[config.mk]
export PLATFORM = sky130hd
export DESIGN_NAME = music_sequencer
export DESIGN_NICKNAME = d
export VERILOG_FILES = /design/src/rtl/music_sequencer.sv
export SDC_FILE = /design/constraint.sdc
export NUM_CORES = 1
export LEC_CHECK = 0
export CORE_MARGIN = 2
export CORE_UTILIZATION = 40
export DETAILED_ROUTE_END_ITERATION = 10
export DONT_BUFFER_PORTS = 1
export SETUP_SLACK_MARGIN = 0.05
export SYNTH_ARGS = -nofsm -noshare
export SYNTH_HDL_FRONTEND = slang
export SYNTH_SLANG_ARGS = --single-unit
[constraint.sdc]
create_clock -name clk -period 4 [get_ports clk]
set_clock_uncertainty 0.2 [all_clocks]
set_input_delay 0.2 -clock clk [delete_from_list [all_inputs] [get_ports clk]]
set_output_delay 0.2 -clock clk [all_outputs]
set_load 0.01 [all_outputs]
[src/rtl/music_sequencer.sv]
// Melody player: steps through a small melody RAM and renders each entry as a
// 50% duty square wave (or silence for rests) for a whole number of beats.
module music_sequencer #(
  parameter int DEPTH     = 16,
  parameter int ADDR_W    = 4,
  parameter int TEMPO_CYC = 6250000,
  parameter int TEMPO_W   = 23
) (
  input  logic              clk,
  input  logic              rst,
  input  logic              start,
  input  logic              stop,
  input  logic              loop_en,
  input  logic              wr_en,
  input  logic [ADDR_W-1:0] wr_addr,
  input  logic [11:0]       wr_data,
  output logic              music_out,
  output logic              busy,
  output logic              done,
  output logic [ADDR_W-1:0] note_idx
);

  typedef enum logic [1:0] {
    IDLE  = 2'd0,
    FETCH = 2'd1,
    PLAY  = 2'd2
  } state_t;

  localparam logic [TEMPO_W-1:0] TEMPO_RELOAD = TEMPO_W'(TEMPO_CYC - 1);
  localparam logic [TEMPO_W-1:0] TEMPO_ONE    = TEMPO_W'(1);
  localparam logic [ADDR_W-1:0]  LAST_IDX     = ADDR_W'(DEPTH - 1);
  localparam logic [ADDR_W-1:0]  IDX_ONE      = ADDR_W'(1);
  localparam logic [ADDR_W-1:0]  IDX_ZERO     = '0;

  logic [11:0]        mem_q [DEPTH];
  logic [11:0]        rdData_q;

  state_t             state_q;
  logic               music_q;
  logic               busy_q;
  logic               done_q;
  logic [ADDR_W-1:0]  noteIdx_q;

  logic [3:0]         beat_q;
  logic [TEMPO_W-1:0] tempo_q;
  logic [8:0]         notePre_q;
  logic [8:0]         divReload_q;
  logic [6:0]         oct_q;
  logic [6:0]         octReload_q;
  logic               rest_q;

  logic [3:0]         entryDur;
  logic               entryRest;
  logic [8:0]         divLoad;
  logic [6:0]         octLoad;
  logic [ADDR_W-1:0]  nextIdx;

  assign entryDur  = rdData_q[3:0];
  assign entryRest = rdData_q[11] | (rdData_q[7:4] >= 4'd12);
  assign octLoad   = 7'((8'd1 << (3'd7 - rdData_q[10:8])) - 8'd1);
  assign nextIdx   = noteIdx_q + IDX_ONE;

  // Semitone lookup: prescaler reload value (divisor minus one) for the fetched note
  always_comb begin
    divLoad = 9'd511;
    case (rdData_q[7:4])
      4'd0:    divLoad = 9'd511;
      4'd1:    divLoad = 9'd482;
      4'd2:    divLoad = 9'd455;
      4'd3:    divLoad = 9'd430;
      4'd4:    divLoad = 9'd405;
      4'd5:    divLoad = 9'd383;
      4'd6:    divLoad = 9'd361;
      4'd7:    divLoad = 9'd341;
      4'd8:    divLoad = 9'd322;
      4'd9:    divLoad = 9'd303;
      4'd10:   divLoad = 9'd286;
      4'd11:   divLoad = 9'd270;
      default: divLoad = 9'd511;
    endcase
  end

  // Melody RAM write port; contents survive reset so jingles need loading only once
  always_ff @(posedge clk) begin
    if (wr_en) begin
      mem_q[wr_addr] <= wr_data;
    end
  end

  // Sequencer FSM: fetch entry, play it for its beats, advance or finish; the RAM read
  // is issued on the transition into FETCH so the entry is ready during that cycle
  always_ff @(posedge clk) begin
    if (rst) begin
      state_q     <= IDLE;
      music_q     <= 1'b0;
      busy_q      <= 1'b0;
      done_q      <= 1'b0;
      noteIdx_q   <= '0;
      rdData_q    <= '0;
      beat_q      <= '0;
      tempo_q     <= '0;
      notePre_q   <= '0;
      divReload_q <= '0;
      oct_q       <= '0;
      octReload_q <= '0;
      rest_q      <= 1'b0;
    end else begin
      done_q <= 1'b0;
      if (stop) begin
        state_q   <= IDLE;
        music_q   <= 1'b0;
        busy_q    <= 1'b0;
        noteIdx_q <= '0;
      end else begin
        case (state_q)
          IDLE: begin
            if (start) begin
              state_q   <= FETCH;
              busy_q    <= 1'b1;
              noteIdx_q <= '0;
              rdData_q  <= mem_q[IDX_ZERO];
            end
          end

          FETCH: begin
            if (entryDur == 4'd0) begin
              if (loop_en && (noteIdx_q != IDX_ZERO)) begin
                state_q   <= FETCH;
                noteIdx_q <= '0;
                rdData_q  <= mem_q[IDX_ZERO];
              end else begin
                state_q <= IDLE;
                busy_q  <= 1'b0;
                done_q  <= 1'b1;
              end
            end else begin
              state_q     <= PLAY;
              beat_q      <= entryDur;
              tempo_q     <= TEMPO_RELOAD;
              notePre_q   <= divLoad;
              divReload_q <= divLoad;
              oct_q       <= octLoad;
              octReload_q <= octLoad;
              rest_q      <= entryRest;
              music_q     <= 1'b0;
            end
          end

          PLAY: begin
            if (notePre_q == 9'd0) begin
              notePre_q <= divReload_q;
              if (oct_q == 7'd0) begin
                oct_q <= octReload_q;
                if (!rest_q) begin
                  music_q <= ~music_q;
                end
              end else begin
                oct_q <= oct_q - 7'd1;
              end
            end else begin
              notePre_q <= notePre_q - 9'd1;
            end

            if (tempo_q == '0) begin
              tempo_q <= TEMPO_RELOAD;
              beat_q  <= beat_q - 4'd1;
              if (beat_q == 4'd1) begin
                music_q <= 1'b0;
                if (noteIdx_q == LAST_IDX) begin
                  if (loop_en) begin
                    state_q   <= FETCH;
                    noteIdx_q <= '0;
                    rdData_q  <= mem_q[IDX_ZERO];
                  end else begin
                    state_q   <= IDLE;
                    busy_q    <= 1'b0;
                    done_q    <= 1'b1;
                    noteIdx_q <= '0;
                  end
                end else begin
                  state_q   <= FETCH;
                  noteIdx_q <= nextIdx;
                  rdData_q  <= mem_q[nextIdx];
                end
              end
            end else begin
              tempo_q <= tempo_q - TEMPO_ONE;
            end
          end

          default: begin
            state_q <= IDLE;
            busy_q  <= 1'b0;
            music_q <= 1'b0;
          end
        endcase
      end
    end
  end

  assign music_out = music_q;
  assign busy      = busy_q;
  assign done      = done_q;
  assign note_idx  = noteIdx_q;

endmodule

==> impl_metrics.tcl, run 1 <==
set metrics [dict create \
    status "finished, final reports clean" \
    postRouteAntennaNets 0 \
    grt_pass1_vias 7115 \
    tns_ns 0 \
    core_um2 29600 \
    antenna_found_initial 1 \
    max_freq_mhz 275 \
    startpoint_type "register" \
    cts_buffers 31 \
    syn_nets 923 \
    finalCritPeriodShare_pct 91.0 \
    dp_hpwl_um 15900 \
    worstSkewPairLatency_ns 0.56 \
    die_width_um 177 \
    netlist_top_cells_area "edfxtp_1 (48%), dfxtp_1 (15%), mux4_2 (9.6%)" \
    wl_per_cell_um 18.9 \
    ir_drop_mv 0.363 \
    p_per_area_nw_per_um2 494 \
    clockBufferDepth 3 \
    yosysMostFrequentCell "edfxtp_1" \
    path_clk_slew_ns 0.06 \
    viasPerCell 5.31 \
    rows 63 \
    htree_num_levels 1 \
    drtIter0Drc 426 \
    area_growth_pct 16.9 \
    dieArea_um2 31500 \
    yosys_register_bits 281 \
    syn_inst 882 \
    min_path_cells 2 \
    drive_gt1_share_pct 17.0 \
    cp-end-kind "register" \
    start_util_pct 40.6 \
    yosysWarningCount 0 \
    gp_congestion 0.765 \
    synth_edf_count 192 \
    cts_setup_buffers 0 \
    hold_path_class "input port to register" \
    grt_overflow_total 0 \
    fin_crit_ns 3.64 \
    yosysSeqAreaShare_pct 62.8 \
    ys_async_sr_fraction_pct 0 \
    num-nets-final 967 \
    grt_usage_pct 16.5 \
    synth.avg_cell_area_um2 13.6 \
    grt_pass1_wl_um 40300 \
    grt_start_max_net_pins 71 \
    setup_violations 0 \
    layout.cells.non_filler 1342 \
    worst-path-max-fanout 6 \
    boundaryPins 29 \
    yosysTopAreaCell "edfxtp_1" \
    wirelength_um 25300 \
    port_buffers 0 \
    die_h_um 177 \
    synth_commonest_cells "edfxtp_1 (192), nor2_1 (108), dfxtp_1 (89)" \
    firstDrtPassIters 5 \
    rsz0062_at_grt "false" \
    clkSinkCount 281 \
    dr_total_vias 7123 \
    dp_cells 1256 \
    syn_area_um2 12000 \
    worstPathRequired_ns 4.25 \
    max_cap_viol_count 0 \
    synth_top_flop_cell "edfxtp_1" \
    slew_headroom_pct 34.9 \
    synth_top_area_share_pct 47.9 \
    hold_viol 0 \
    slew_viol_final 0 \
    root_buffer "clkbuf_16" \
    arrival_ns 3.89 \
    worst_slew_pin_slew_ns 0.975 \
    route.detailed.drc 0 \
    crit_type "register to register" \
    ff2ff_path_depth 11 \
    cts_tree "yes" \
    netlist-cell-type-count 63 \
    p_leak_uw 0.00464 \
]
[cell type report]
class	count	area (µm²)
diodes	1	2.50
clock inverters	24	387
fillers	2661	15600
clock buffers	34	787
repair buffers	60	536
multi-input cells	532	4240
well taps	390	488
inverters	20	75.1
flip-flops and latches	281	7550
[repair_timing]
action,CTS,global route
hold buffers,27,0
hold endpoints to repair,376,0
gates resized for setup,0,0
[cell families (layout without fill, tap and decap cells)]
kind of cell,Yosys count,in the layout,synth area share (%)
other,0,1,0
adder cells (fa/ha/maj),19,19,1.98
AO/OA/AOI/OAI,137,137,8.01
flip-flops,281,281,62.8
AND/OR/NAND/NOR,263,263,10.3
multiplexers,80,80,12.1
XOR/XNOR,33,33,2.40
buffers and inverters,69,138,2.42
[critical path, stage by stage (launching register included)]
cell and delay, ns:
dfxtp_1 0.36, inv_1 0.09, ha_2 0.15, or3b_2 0.46, a21boi_0 0.26, and4b_1 0.29
and2_4 0.21, o32ai_1 0.61, inv_1 0.21, ha_1 0.35, xnor2_1 0.14, o22a_1 0.18
[where the power goes]
part / internal (µW) / switching (µW)
Combinational: 197 / 276
Clock: 2060 / 1150
Sequential: 3200 / 60.8
[routing by layer]
metal,GRT usage [%],part of all wire [%],vias to the layer above
li1,-,-,3454
met1,22.7,45,3518
met2,27.8,49,118
met3,2.68,4.3,33
met4,3.21,1.8,0
met5,0,0,-
[registers in the layout, summed over array words and instances (netlist names), 2 cells and up]
| name | flops |
|---|---|
| divLoad | 8 |
| state_q | 2 |
| notePre_q | 9 |
| octReload_q | 7 |
| tempo_q | 23 |
| rdData_q | 12 |
| beat_q | 4 |
| mem_q | 192 |
| oct_q | 7 |
| note_idx | 4 |
| divReload_q | 9 |
[per-stage QoR]
stage | total power (µW) | utilization, % | hold WS [ns] | setup slack, ns | instance area, µm²
floorplan | 3650 | - | 0.0989 | 0.107 | 12000
global placement | 3730 | 42.5 | 0.0786 | 0.430 | 12600
detailed placement | 3740 | 42.5 | 0.0805 | 0.403 | 12600
CTS | 7030 | 47.4 | 0.00270 | 0.344 | 14100
global route | 7220 | 47.5 | 0.0123 | 0.0685 | 14100
finish | 6950 | 47.5 | 0.0110 | 0.359 | 14100
[cell usage in the layout, fill, tap and decap left out, types with 17 or more instances in the layout]
master / Yosys / final
edfxtp_1: 192 / 192
nor2_1: 108 / 103
dfxtp_1: 89 / 88
nand2_1: 52 / 52
mux4_2: 51 / 51
a21oi_1: 48 / 48
buf_4: 1 / 33
clkbuf_16: 0 / 31
mux2i_1: 26 / 26
dlygate4sd3_1: 0 / 26
nor3_1: 29 / 25
xnor2_1: 23 / 22
inv_1: 19 / 19
a211oi_1: 19 / 19
nand3_1: 17 / 17
ha_1: 19 / 17
[path summary, 6_finish.rpt]
path | slack, ns | from | endpoint
worst max-delay path | 0.36 | note_idx[1] | divLoad[3]
worst min-delay path | 0.01 | wr_addr[0] | mem_q[15][11]
worst max register to register | 0.36 | note_idx[1] | divLoad[3]
worst min register to register | 0.25 | divLoad[2] | divReload_q[2]
(Power assumes the default switching activity.)
==> run 2: changes to the inputs <==
--- a/config.mk
+++ b/config.mk
@@ -5,6 +5,7 @@
 export SDC_FILE = /design/constraint.sdc
 export NUM_CORES = 1
 export LEC_CHECK = 0
+export ABC_AREA = 1
 export CORE_MARGIN = 2
 export CORE_UTILIZATION = 40
 export DETAILED_ROUTE_END_ITERATION = 10
==> run 2 against run 1 <==
Compared with the run above: worst setup slack better by 0.45 ns; flip-flop and latch count unchanged; non-clock buffer count down 5; core utilization down 1.2 points; combinational power up 22%; first-iteration DRC count up 57%; maximum frequency up 14%; critical endpoint is now divLoad[7]; highest routed layer unchanged.
==> impl_metrics.tcl, run 2 <==
set metrics [dict create \
    status "finished, final reports clean" \
    fillers 2836 \
    cts_setup_buffers 0 \
    reg_top3 "mem_q (192), tempo_q (23), rdData_q (12)" \
    worst-path-max-fanout 98 \
    p_int_uw 5060 \
    die_width_um 180 \
    ys_async_sr_fraction_pct 0 \
    wl_per_cell_um 17.0 \
    netlist_top_cells_area "edfxtp_1 (47%), dfxtp_1 (14%), nand2_1 (5.4%)" \
    synth_top_area_share_pct 46.5 \
    dp_hpwl_um 18000 \
    tns_ns 0 \
    worst_slew_pin_slew_ns 1.29 \
    cts_hold_buf 29 \
    synth.avg_cell_area_um2 9.91 \
    pwr-share-clk_pct 42.2 \
    crit_type "register to register" \
    yosysSeqAreaShare_pct 60.9 \
    startpoint_type "register" \
    finalCritPeriodShare_pct 79.8 \
    dp_cells 1613 \
    num-nets-final 1318 \
    sequentialPowerShare_pct 49.1 \
    route.detailed.drc 0 \
    grt_usage_pct 17.7 \
    slew_viol_final 0 \
    grt_start_max_net_pins 99 \
    dr_total_vias 8965 \
    max_freq_mhz 313 \
    grt_pass1_wl_um 47000 \
    layout_common_cells "edfxtp_1 (192), nand2_1 (178), nor2_1 (163)" \
    drive_gt1_share_pct 8.31 \
    swShare_pct 23.9 \
    setup_violations 0 \
    gp_congestion 0.780 \
    worstSkewPairLatency_ns 0.57 \
    cts_buffers 29 \
    worstPathRequired_ns 4.24 \
    rows 64 \
    synth_top_flop_cell "edfxtp_1" \
    largest_register_ffs 192 \
    syn_nets 1291 \
    dieArea_um2 32400 \
    boundaryPins 29 \
    syn_inst 1250 \
    drtIter0Drc 669 \
    yosys_register_bits 281 \
    path_clk_slew_ns 0.06 \
    arrival_ns 3.43 \
    p_switching_uw 1590 \
    ctsResizeCount 0 \
    viasPerCell 5.29 \
    port_buffers 0 \
    wirelength_um 28800 \
    hold_path_class "input port to register" \
    grt_overflow_total 0 \
    combPwrFrac_pct 8.7 \
    mostFrequentLayoutCell "edfxtp_1" \
    design_area_um2 14100 \
    antenna_found_initial 0 \
    grt_pass1_vias 8654 \
    max_cap_viol_count 0 \
    synth_commonest_cells "edfxtp_1 (192), nand2_1 (178), nor2_1 (163)" \
    postRouteAntennaNets 0 \
    antenna_cells 0 \
    start_util_pct 40.6 \
    setup_slack_ns 0.810 \
    die_h_um 180 \
    synth_edf_count 192 \
    ir_drop_mv 0.367 \
    core_um2 30500 \
    yosysTopAreaCell "edfxtp_1" \
    yosysMostFrequentCell "edfxtp_1" \
    regMostFlops "mem_q" \
    p_per_area_nw_per_um2 470 \
    area_growth_pct 14.0 \
    slew_headroom_pct 13.4 \
    syn_area_um2 12400 \
    htree_num_levels 1 \
    cp-end-kind "register" \
    p_leak_uw 0.00519 \
    fin_crit_ns 3.19 \
    root_buffer "clkbuf_16" \
    firstDrtPassIters 5 \
    rsz0062_at_grt "false" \
    hold_viol 0 \
    netlist-cell-type-count 44 \
    placed_cell_area_um2 12800 \
    clockBufferDepth 3 \
    clkSinkCount 281 \
    cts_tree "yes" \
    yosysWarningCount 0 \
    layout.cells.non_filler 1695 \
    place_ws_ns 0.834 \
]
[run 2: cell count changes in the layout (fill, tap and decap cells not counted), moves of 14 or more]
cell and delta:
inv_1 +71, nand3_1 +77, nor2_1 +60, a311oi_1 -14
nand2_1 +126, o21ai_0 +113, mux2i_1 -26, nor3_1 -16
mux4_2 -51, o221ai_1 +28, a21oi_1 +39, xnor2_1 -14
[run 2: worst max-delay path, stage by stage (launching register included)]
cell and delay [ns]:
dfxtp_4 0.43, inv_2 0.09, buf_4 0.73, nand2_1 0.12, nand3_1 0.11, nand3_1 0.08
nand3_1 0.12, nand2_1 0.06, nor2_1 0.19, nor2_1 0.10, nor2_2 0.19, inv_1 0.13
ha_1 0.22, o21ai_1 0.14, o21ai_0 0.11
[run 2: metrics by stage]
stage	util, %	total power [µW]	hold slack (ns)
after CTS	46.3	6700	0.00220
after detailed placement	42.1	3840	0.0797
final	46.3	6650	0.0220
after floorplan	-	3720	0.0989
after global placement	42.1	3840	0.0771
after global routing	46.3	6910	0.0450
[run 2: kinds of logic (layout without fill, tap and decap cells)]
logic type / count (synthesis) / count (layout) / synth area share [%]
AOI/OAI and AO/OA: 288 / 288 / 13.5
xor gates and xnor gates: 25 / 25 / 1.77
adders and majority gates: 19 / 19 / 1.92
buffers and inverters: 154 / 203 / 5.22
DFF: 281 / 281 / 60.9
and+or+nand+nor: 483 / 483 / 16.7
[run 2: final timing paths]
kind,start,endpoint,slack [ns],cells after the start
max,note_idx[0],divLoad[7],0.81,14
min reg2reg,octReload_q[1],octReload_q[1],0.25,2
min,loop_en,rdData_q[4],0.02,7
max reg2reg,note_idx[0],divLoad[7],0.81,14
[run 2: layer usage]
layer | wire, µm | global-route usage, %
met5 | 0 | 0
met4 | 599 | 4.46
met3 | 1720 | 2.90
met2 | 13100 | 28.7
met1 | 13300 | 24.9
[run 2: power by group through the flow]
stage / sequential (µW) / combinational, µW / clock, µW
after global routing: 3280 / 660 / 2970
after CTS: 3270 / 575 / 2860
after detailed placement: 3330 / 515 / 0
final: 3270 / 576 / 2800
after floorplan: 3300 / 416 / 0
after global placement: 3330 / 511 / 0
[run 2: cell type report]
class | instances | area [µm²] | share of cell area [%]
inverters | 95 | 357 | 2.52
clock buffers | 36 | 752 | 5.32
repair buffers | 55 | 495 | 3.51
multi-input cells | 815 | 4240 | 30.0
flip-flops and latches | 281 | 7550 | 53.5
clock inverters | 17 | 234 | 1.66
well taps | 396 | 495 | 3.51
==> run 3: changes to the inputs <==
==> constraint.sdc (replaced) <==
create_clock -name clk -period 3.3 [get_ports clk]
set_clock_uncertainty 0.2 [all_clocks]
set_input_delay 0.165 -clock clk [delete_from_list [all_inputs] [get_ports clk]]
set_output_delay 0.165 -clock clk [all_outputs]
set_load 0.01 [all_outputs]
==> run 3 against run 2 <==
Compared with the run above: total power rose by 18%; routed wire length up 1.3%; clock power up 13%; register-to-register slack worse by 0.53 ns; critical path depth shrank 3; maximum frequency grew 5.7%; global-route usage up 0.15 points; sequential power rose by 21%; final area up 0.49%; die area is the same; sequential share of layout area decreased by 0.26 points; largest cell class unchanged; worst hold slack gained 0.22 ns.
==> impl_metrics.tcl, run 3 (same netlist as run 2, synthesis figures left out) <==
set metrics [dict create \
    status "finished, final reports clean" \
    route.detailed.drc 0 \
    setup_violations 0 \
    arrival_ns 3.32 \
    slew_viol_final 0 \
    clockBufferDepth 3 \
    layout.cells.non_filler 1709 \
    htree_num_levels 1 \
    firstDrtPassIters 5 \
    wl_per_cell_um 17.1 \
    worst-path-max-fanout 13 \
    holdPathEnd "octReload_q[1]" \
    grt_overflow_total 0 \
    drive_gt1_share_pct 9.44 \
    cp-end-kind "register" \
    num-nets-final 1334 \
    setup_slack_ns 0.283 \
    timing.hold.ws_ns 0.243 \
    p_per_area_nw_per_um2 551 \
    finalCritPeriodShare_pct 91.4 \
    gp_congestion 0.875 \
    dieArea_um2 32400 \
    cts_tree "yes" \
    largest_register_ffs 192 \
    wirelength_um 29100 \
    antenna_found_initial 1 \
    core_um2 30500 \
    postRouteAntennaNets 0 \
    hp-start "octReload_q[1]" \
    ff2ff_path_depth 11 \
    fillers 2820 \
    mostFrequentLayoutCell "edfxtp_1" \
    r2r_end "tempo_q[2]" \
    startpoint_type "register" \
    place_ws_ns 0.331 \
    min_path_cells 2 \
    grt_start_max_net_pins 66 \
    viasPerCell 5.27 \
    path_clk_slew_ns 0.06 \
    worst_slew_pin_slew_ns 0.701 \
    tns_ns 0 \
    p_leak_uw 0.00524 \
    port_buffers 0 \
    crit_type "register to register" \
    clkSinkCount 281 \
    max_cap_viol_count 0 \
    reg_top3 "mem_q (192), tempo_q (23), rdData_q (12)" \
    die_h_um 180 \
    regMostFlops "mem_q" \
    die_width_um 180 \
    grt_usage_pct 17.9 \
    area_growth_pct 14.6 \
    dp_cells 1625 \
    rows 64 \
    worstSkewPairLatency_ns 0.57 \
    final_util_pct 46.5 \
    worstPathRequired_ns 3.60 \
    start_util_pct 40.6 \
    antenna_cells 0 \
    hold_path_class "register to register" \
    dp_hpwl_um 19000 \
    grt_pass1_vias 8651 \
    grt_pass1_wl_um 47100 \
    dr_total_vias 8999 \
    ir_drop_mv 0.453 \
    reg2reg_setup_slack_ns 0.28 \
    slew_headroom_pct 53.2 \
    drtIter0Drc 638 \
    hold_viol 0 \
    reg2reg_from "state_q[0]" \
    layout_common_cells "edfxtp_1 (192), nand2_1 (178), nor2_1 (163)" \
    fin_crit_ns 3.02 \
    root_buffer "clkbuf_16" \
    max_freq_mhz 331 \
    cts_buffers 29 \
    rsz0062_at_grt "false" \
    boundaryPins 29 \
]
==> run 3: changes by cell type in the layout (fill, tap and decap cells not counted), sizes merged <==
cell         before  now
buf              27   44
clkinv           10   16
bufinv            5    2
clkbuf           36   33
clkinvlp          2    1
dlygate4sd3      28   27
inv              95   94
==> run 3: how the worst max path moves through the flow <==
stage | startpoint | end
6_report | state_q[0] | tempo_q[2]
5_1_grt | note_idx[0] | divLoad[0]
4_1_cts | state_q[0] | tempo_q[2]
3_5_place_dp | note_idx[0] | divLoad[0]
3_3_place_gp | note_idx[0] | divLoad[0]
2_1_floorplan | note_idx[0] | divLoad[3]
==> run 3: power by group <==
| group | internal (µW) | leakage, µW | total, µW | switching, µW |
|---|---|---|---|---|
| sequential | 3880 | 0.00246 | 3960 | 72.7 |
| combinational | 237 | 0.00233 | 716 | 479 |
| clock | 1790 | 0.000449 | 3150 | 1360 |
| total | 5910 | 0.00524 | 7820 | 1920 |
==> run 3: timing repair <==
item / CTS / global route
resized for setup: 0 / 3
buffers inserted: 0 / 5
hold buffers: 28 / 0
hold endpoints to repair: 354 / 0
endpoints found under the setup margin: 0 / 3
==> run 3: routing by layer <==
metal / part of all wire (%) / GRT usage (%)
met5: 0.062 / 0
met4: 2.0 / 4.36
met3: 4.5 / 2.53
met2: 47 / 29.6
met1: 46 / 24.9
==> run 3: through the flow <==
stage | power, µW | instance area (µm²)
floorplan | 4510 | 12400
global placement | 4660 | 12900
detailed placement | 4670 | 12900
CTS | 7890 | 14100
global route | 8150 | 14200
finish | 7820 | 14200
==> run 3: area by class of cell <==
type,instances,area [µm²],area share (%)
inverters,95,360,2.54
clock inverters,18,154,1.08
repair buffers,71,626,4.41
flip-flops and latches,281,7550,53.2
well taps,396,495,3.49
clock buffers,33,751,5.29
multi-input cells,815,4260,30.0
==> run 3: critical path: stages (launching register included) <==
cell,delay [ns]
dfxtp_1,0.34
inv_1,0.09
ha_1,0.30
buf_4,0.23
inv_1,0.07
a21oi_1,0.17
nand2_2,0.14
buf_4,0.24
nor2_4,0.25
clkinvlp_4,0.21
a21oi_1,0.17
dlygate4sd3_1,0.55
